## src/rtl/opr_sequencer_pkg.sv

```systemverilog
// Shared constants and types for the OPR instruction sequencer.
package opr_sequencer_pkg;

    localparam int unsigned DATA_W = 8;
    localparam int unsigned ADDR_W = 8;
    localparam int unsigned SEL_W  = 3;

    // Opcodes
    localparam logic [DATA_W-1:0] OP_NOP     = 8'h00;
    localparam logic [DATA_W-1:0] OP_AWM     = 8'h01;
    localparam logic [DATA_W-1:0] OP_ACI_AWM = 8'h02;
    localparam logic [DATA_W-1:0] OP_INC     = 8'h03;
    localparam logic [DATA_W-1:0] OP_DEC     = 8'h04;
    localparam logic [DATA_W-1:0] OP_JMP     = 8'h05;
    localparam logic [DATA_W-1:0] OP_RST     = 8'h06;
    localparam logic [DATA_W-1:0] OP_HALT    = 8'hFF;

    // OPR select codes
    localparam logic [SEL_W-1:0] SEL_NONE    = 3'd0;
    localparam logic [SEL_W-1:0] SEL_AWM     = 3'd1;
    localparam logic [SEL_W-1:0] SEL_ACI_AWM = 3'd2;
    localparam logic [SEL_W-1:0] SEL_INC     = 3'd3;
    localparam logic [SEL_W-1:0] SEL_DEC     = 3'd4;
    localparam logic [SEL_W-1:0] SEL_PC      = 3'd5;
    localparam logic [SEL_W-1:0] SEL_RST     = 3'd6;

    typedef enum logic [2:0] {
        ST_FETCH  = 3'd0,
        ST_DECODE = 3'd1,
        ST_ARG    = 3'd2,
        ST_LOAD   = 3'd3,
        ST_EXEC   = 3'd4,
        ST_HALT   = 3'd5
    } state_t;

    // Decoded view of one opcode byte
    typedef struct packed {
        logic             has_arg;
        logic [SEL_W-1:0] sel;
        logic             is_jump;
        logic             is_halt;
        logic             illegal;
    } dec_t;

endpackage

```

## src/rtl/opr_decode.sv

```systemverilog
// Combinational opcode decoder for the OPR sequencer.
module opr_decode
    import opr_sequencer_pkg::*;
(
    input  logic [DATA_W-1:0] opcode,
    output dec_t              dec_c
);

    // Map an opcode byte to its operand/route/control attributes
    always_comb begin
        dec_c     = '0;
        dec_c.sel = SEL_NONE;
        case (opcode)
            OP_NOP: ;
            OP_AWM: begin
                dec_c.has_arg = 1'b1;
                dec_c.sel     = SEL_AWM;
            end
            OP_ACI_AWM: begin
                dec_c.has_arg = 1'b1;
                dec_c.sel     = SEL_ACI_AWM;
            end
            OP_INC: begin
                dec_c.has_arg = 1'b1;
                dec_c.sel     = SEL_INC;
            end
            OP_DEC: begin
                dec_c.has_arg = 1'b1;
                dec_c.sel     = SEL_DEC;
            end
            OP_JMP: begin
                dec_c.has_arg = 1'b1;
                dec_c.sel     = SEL_PC;
                dec_c.is_jump = 1'b1;
            end
            OP_RST: begin
                dec_c.has_arg = 1'b1;
                dec_c.sel     = SEL_RST;
            end
            OP_HALT: dec_c.is_halt = 1'b1;
            default: dec_c.illegal = 1'b1;
        endcase
    end

endmodule

```

## src/rtl/opr_sequencer.sv

```systemverilog
// Instruction sequencer: fetches 1/2-byte instructions, drives the OPR select
// for the execute window only, and owns the program counter.
module opr_sequencer
    import opr_sequencer_pkg::*;
(
    input  logic              clk,
    input  logic              reset,
    input  logic              run,
    output logic              imem_rd_en,
    output logic [ADDR_W-1:0] imem_addr,
    input  logic [DATA_W-1:0] imem_data,
    output logic [DATA_W-1:0] midr,
    output logic [SEL_W-1:0]  opr_sel,
    output logic              exec_valid,
    input  logic              exec_ready,
    output logic [ADDR_W-1:0] pc,
    output logic              halted,
    output logic              illegal
);

    state_t           state;
    dec_t             dec_c;
    logic [SEL_W-1:0] sel_q;
    logic             jump_q;

    opr_decode u_decode (
        .opcode (imem_data),
        .dec_c  (dec_c)
    );

    // Memory strobe must land in the FETCH/ARG cycle itself so data returns next cycle
    assign imem_rd_en = ((state == ST_FETCH) && run) || (state == ST_ARG);
    assign imem_addr  = pc;

    // Sequencer FSM with PC, MIDR and route outputs
    always_ff @(posedge clk) begin
        if (reset) begin
            state      <= ST_FETCH;
            pc         <= '0;
            midr       <= '0;
            opr_sel    <= SEL_NONE;
            exec_valid <= 1'b0;
            halted     <= 1'b0;
            illegal    <= 1'b0;
            sel_q      <= SEL_NONE;
            jump_q     <= 1'b0;
        end else begin
            case (state)
                ST_FETCH: begin
                    if (run) begin
                        state <= ST_DECODE;
                    end
                end
                ST_DECODE: begin
                    pc     <= pc + ADDR_W'(1);
                    sel_q  <= dec_c.sel;
                    jump_q <= dec_c.is_jump;
                    if (dec_c.illegal) begin
                        illegal <= 1'b1;
                    end
                    if (dec_c.is_halt) begin
                        state  <= ST_HALT;
                        halted <= 1'b1;
                    end else if (dec_c.has_arg) begin
                        state <= ST_ARG;
                    end else begin
                        state <= ST_FETCH;
                    end
                end
                ST_ARG: begin
                    state <= ST_LOAD;
                end
                ST_LOAD: begin
                    midr       <= imem_data;
                    pc         <= pc + ADDR_W'(1);
                    opr_sel    <= sel_q;
                    exec_valid <= 1'b1;
                    state      <= ST_EXEC;
                end
                ST_EXEC: begin
                    if (exec_ready) begin
                        opr_sel    <= SEL_NONE;
                        exec_valid <= 1'b0;
                        if (jump_q) begin
                            pc <= midr;
                        end
                        state <= ST_FETCH;
                    end
                end
                ST_HALT: ;
                default: state <= ST_FETCH;
            endcase
        end
    end

endmodule
```

## config.mk

```make
export PLATFORM = sky130hd
export DESIGN_NAME = opr_sequencer
export DESIGN_NICKNAME = d
export VERILOG_FILES = /design/src/rtl/opr_sequencer_pkg.sv /design/src/rtl/opr_decode.sv /design/src/rtl/opr_sequencer.sv
export SDC_FILE = /design/constraint.sdc
export NUM_CORES = 1
export LEC_CHECK = 0
export ABC_AREA = 1
export CAP_MARGIN = 20
export CORE_MARGIN = 5
export CORE_UTILIZATION = 48
export CTS_CLUSTER_SIZE = 30
export DETAILED_ROUTE_END_ITERATION = 12
export PLACE_DENSITY = 0.88
export SYNTH_ARGS = -nofsm -noshare
export SYNTH_HDL_FRONTEND = slang
export SYNTH_SLANG_ARGS = --single-unit
```

## constraint.sdc

```tcl
create_clock -name clk -period 1.75 [get_ports clk]
set_input_delay 0.2625 -clock clk [delete_from_list [all_inputs] [get_ports clk]]
set_output_delay 0.2625 -clock clk [all_outputs]
set_load 0.005 [all_outputs]
```

==> run summary <==
status -> finished, final reports clean
Crit path buffers/inverters -> 1
DRC viols -> 0
Max Fanout on Critical Path -> 7
Syn Nets -> 246
CP Launch Type -> flop
post-synthesis cell type count -> 32
area grow syn2layout -> 29.0%
final non-filler cell total -> 320
# rows -> 21
crit end category -> primary output
RSZ-0062 raised after global routing -> false
routed length per instance -> 11.7 um
commonest non-fill, non-tap cell in the layout -> nand2_1
drt via density -> 5.00
period utilization -> 0.903
Clock Latency Late Sink -> 0.34 ns
crit-path cells -> clkdlybuf4s50_1
slowest CP cell -> clkdlybuf4s50_1
Initial Utilization -> 0.486
IO Pins -> 43
CTS tree -> built
Detailed Place HPWL -> 2870 um
Max VDD drop -> 414 uV
Synth warnings -> 0
first-pass GRT wire length -> 6270 um
Synth Area in Compound Gates -> 0.147
clk root buf -> clkbuf_4
type of the most critical hold path -> flop to flop
grt ovf -> 0
most frequent cells in the layout -> nand2_1 (58), clkdlybuf4s50_1 (41), dfxtp_1 (29)
Synth Cell Area -> 1600 um^2
number of nets at the end of the flow -> 286
diode count -> 0
initial antenna violation count -> 0
Place WS -> -0.0236 ns
core area -> 3280 um^2
Overall Power -> 1250 uW
Finish-stage setup viols -> 0
clock slew at reported path FFs -> 0.10 ns
Slew @ Worst Pin -> 0.433 ns
Syn Inst Count -> 233
die width -> 67.7 um
maxcap violations -> 0
Clock Tree Buf Depth -> 2
final core utilization -> 0.627
fmax -> 0.632 GHz
setup bufs post-CTS -> 0
CTS buffer count -> 5
pin count of the biggest net entering global routing -> 17
Static Leak -> 0.000893 uW
max_slew headroom -> 0.711
layout cells sized above 1 -> 0.113
Worst Slack Setup Final -> 0.169 ns
main combinational cell family by area after synthesis -> simple AND/OR/NAND/NOR gates
post-synthesis adder-cell area fraction -> 0.00784
final wirelength -> 3740 um
via count -> 1599
register area share after synthesis -> 0.364
GP Congestion -> 0.861
Simple-Gate Fraction of Synth Area -> 0.354
Power Density -> 607 nW/um^2
max-slew violations -> 0
htree depth -> 2
GRT Overall Usage -> 0.183
drt initial violations -> 132
final hold viol count -> 0
average size of a mapped cell -> 6.85 um^2
worst endpoint required time -> 1.49 ns
crit path DAT -> 1.32 ns
post-route ant nets -> 0
I/O Buffers -> 42
Die Footprint -> 4580 um^2
Tmin final -> 1.58 ns
hold slack -> 0.460 ns
vias in the first global route -> 1459
CTS sink count -> 29
critical path type -> flop to primary output
max incr delay on CP -> 0.54 ns
Die Height -> 67.7 um
Post-Place Cells -> 312
mux cell area share after synthesis -> 0
XOR/XNOR Fraction of Synth Area -> 0
largest delay contributor family on the critical path -> buffers and inverters
Pre-antenna DRT Iters -> 4
#FFs+latches synth -> 29
Worst Clk Skew -> 0.0132 ns
## routing by layer
layer	GRT usage	vias to the layer above	wire, um
li1	-	824	-
met1	0.211	722	1610
met2	0.305	46	1820
met3	0.0516	7	237
met4	0.0962	0	73
met5	0	-	0
## flip-flops by register name, indices dropped and copies added (netlist names)
register	count
imem_addr	8
midr	8
opr_sel	3
sel_q	3
state	3
exec_valid	1
halted	1
illegal	1
jump_q	1
## worst paths after layout
check,from,endpoint,slack [ns],depth (start not counted)
setup / recovery,imem_addr[2],imem_addr[2],0.17,1
hold reg to reg,illegal,illegal,0.46,2
hold / removal,illegal,illegal,0.46,2
setup reg to reg,state[0],imem_addr[4],0.31,8
## layout make-up
cell class,instances,area (um^2)
Inverter,28,115
Clock buffer,6,41.3
Multi-Input combinational cell,164,812
Fill cell,304,1230
Timing Repair Buffer,45,442
Clock inverter,2,10.0
Tap cell,46,57.6
Sequential cell,29,581
## metrics by stage
stage / TNS, ns / instance area (um^2)
floorplan: 0 / 1600
global placement: -0.0186 / 2010
detailed placement: -0.0236 / 2010
CTS: 0 / 2060
global route: 0 / 2060
finish: 0 / 2060
## tightest hold or removal path: stages, from the launching register on
cell,delay (ns)
dfxtp_1,0.32
inv_1,0.05
a21oi_1,0.05
## power breakdown
group | internal, uW | switching [uW]
Sequential | 673 | 15.8
Clock | 153 | 240
Combinational | 80.7 | 87.6
Total | 906 | 343
## cell families (layout without fill, tap and decap cells)
logic type / count (synthesis) / count (layout)
and+or+nand+nor: 119 / 119
DFF: 29 / 29
adders and majority gates: 1 / 1
buffers and inverters: 40 / 81
AOI/OAI and AO/OA: 44 / 44
## Yosys cell counts
master    instances  area [um^2]
nand2_1          58          218
dfxtp_1          29          581
nor2_1           26         97.6
a21oi_1          22          110
inv_1            21         78.8
nand3_1          15         75.1
o21ai_0          14         70.1
buf_4             9         67.6
inv_2             5         18.8
nand2_2           3         18.8
nand2_4           3         33.8
nand3b_1          3         22.5
nor3_1            3         15.0
inv_6             2         17.5
nor2_2            2         12.5
o21ai_1           2         10.0
a211oi_1          1         7.51
a21oi_2           1         8.76
a31oi_1           1         6.26
buf_2             1         5.00
buf_6             1         11.3
clkbuf_1          1         3.75
ha_1              1         12.5
nand2_8           1         20.0
nand3_2           1         10.0
nand3_4           1         17.5
nand4_1           1         6.26
nor2_4            1         11.3
o21bai_1          1         7.51
o22ai_1           1         6.26
o311ai_0          1         8.76
or2_2             1         6.26
## timing repair
item                       CTS  global route
hold buffers                 0             0
resized for setup            1             0
setup endpoints to repair    1             0
(Power assumes the default switching activity.)
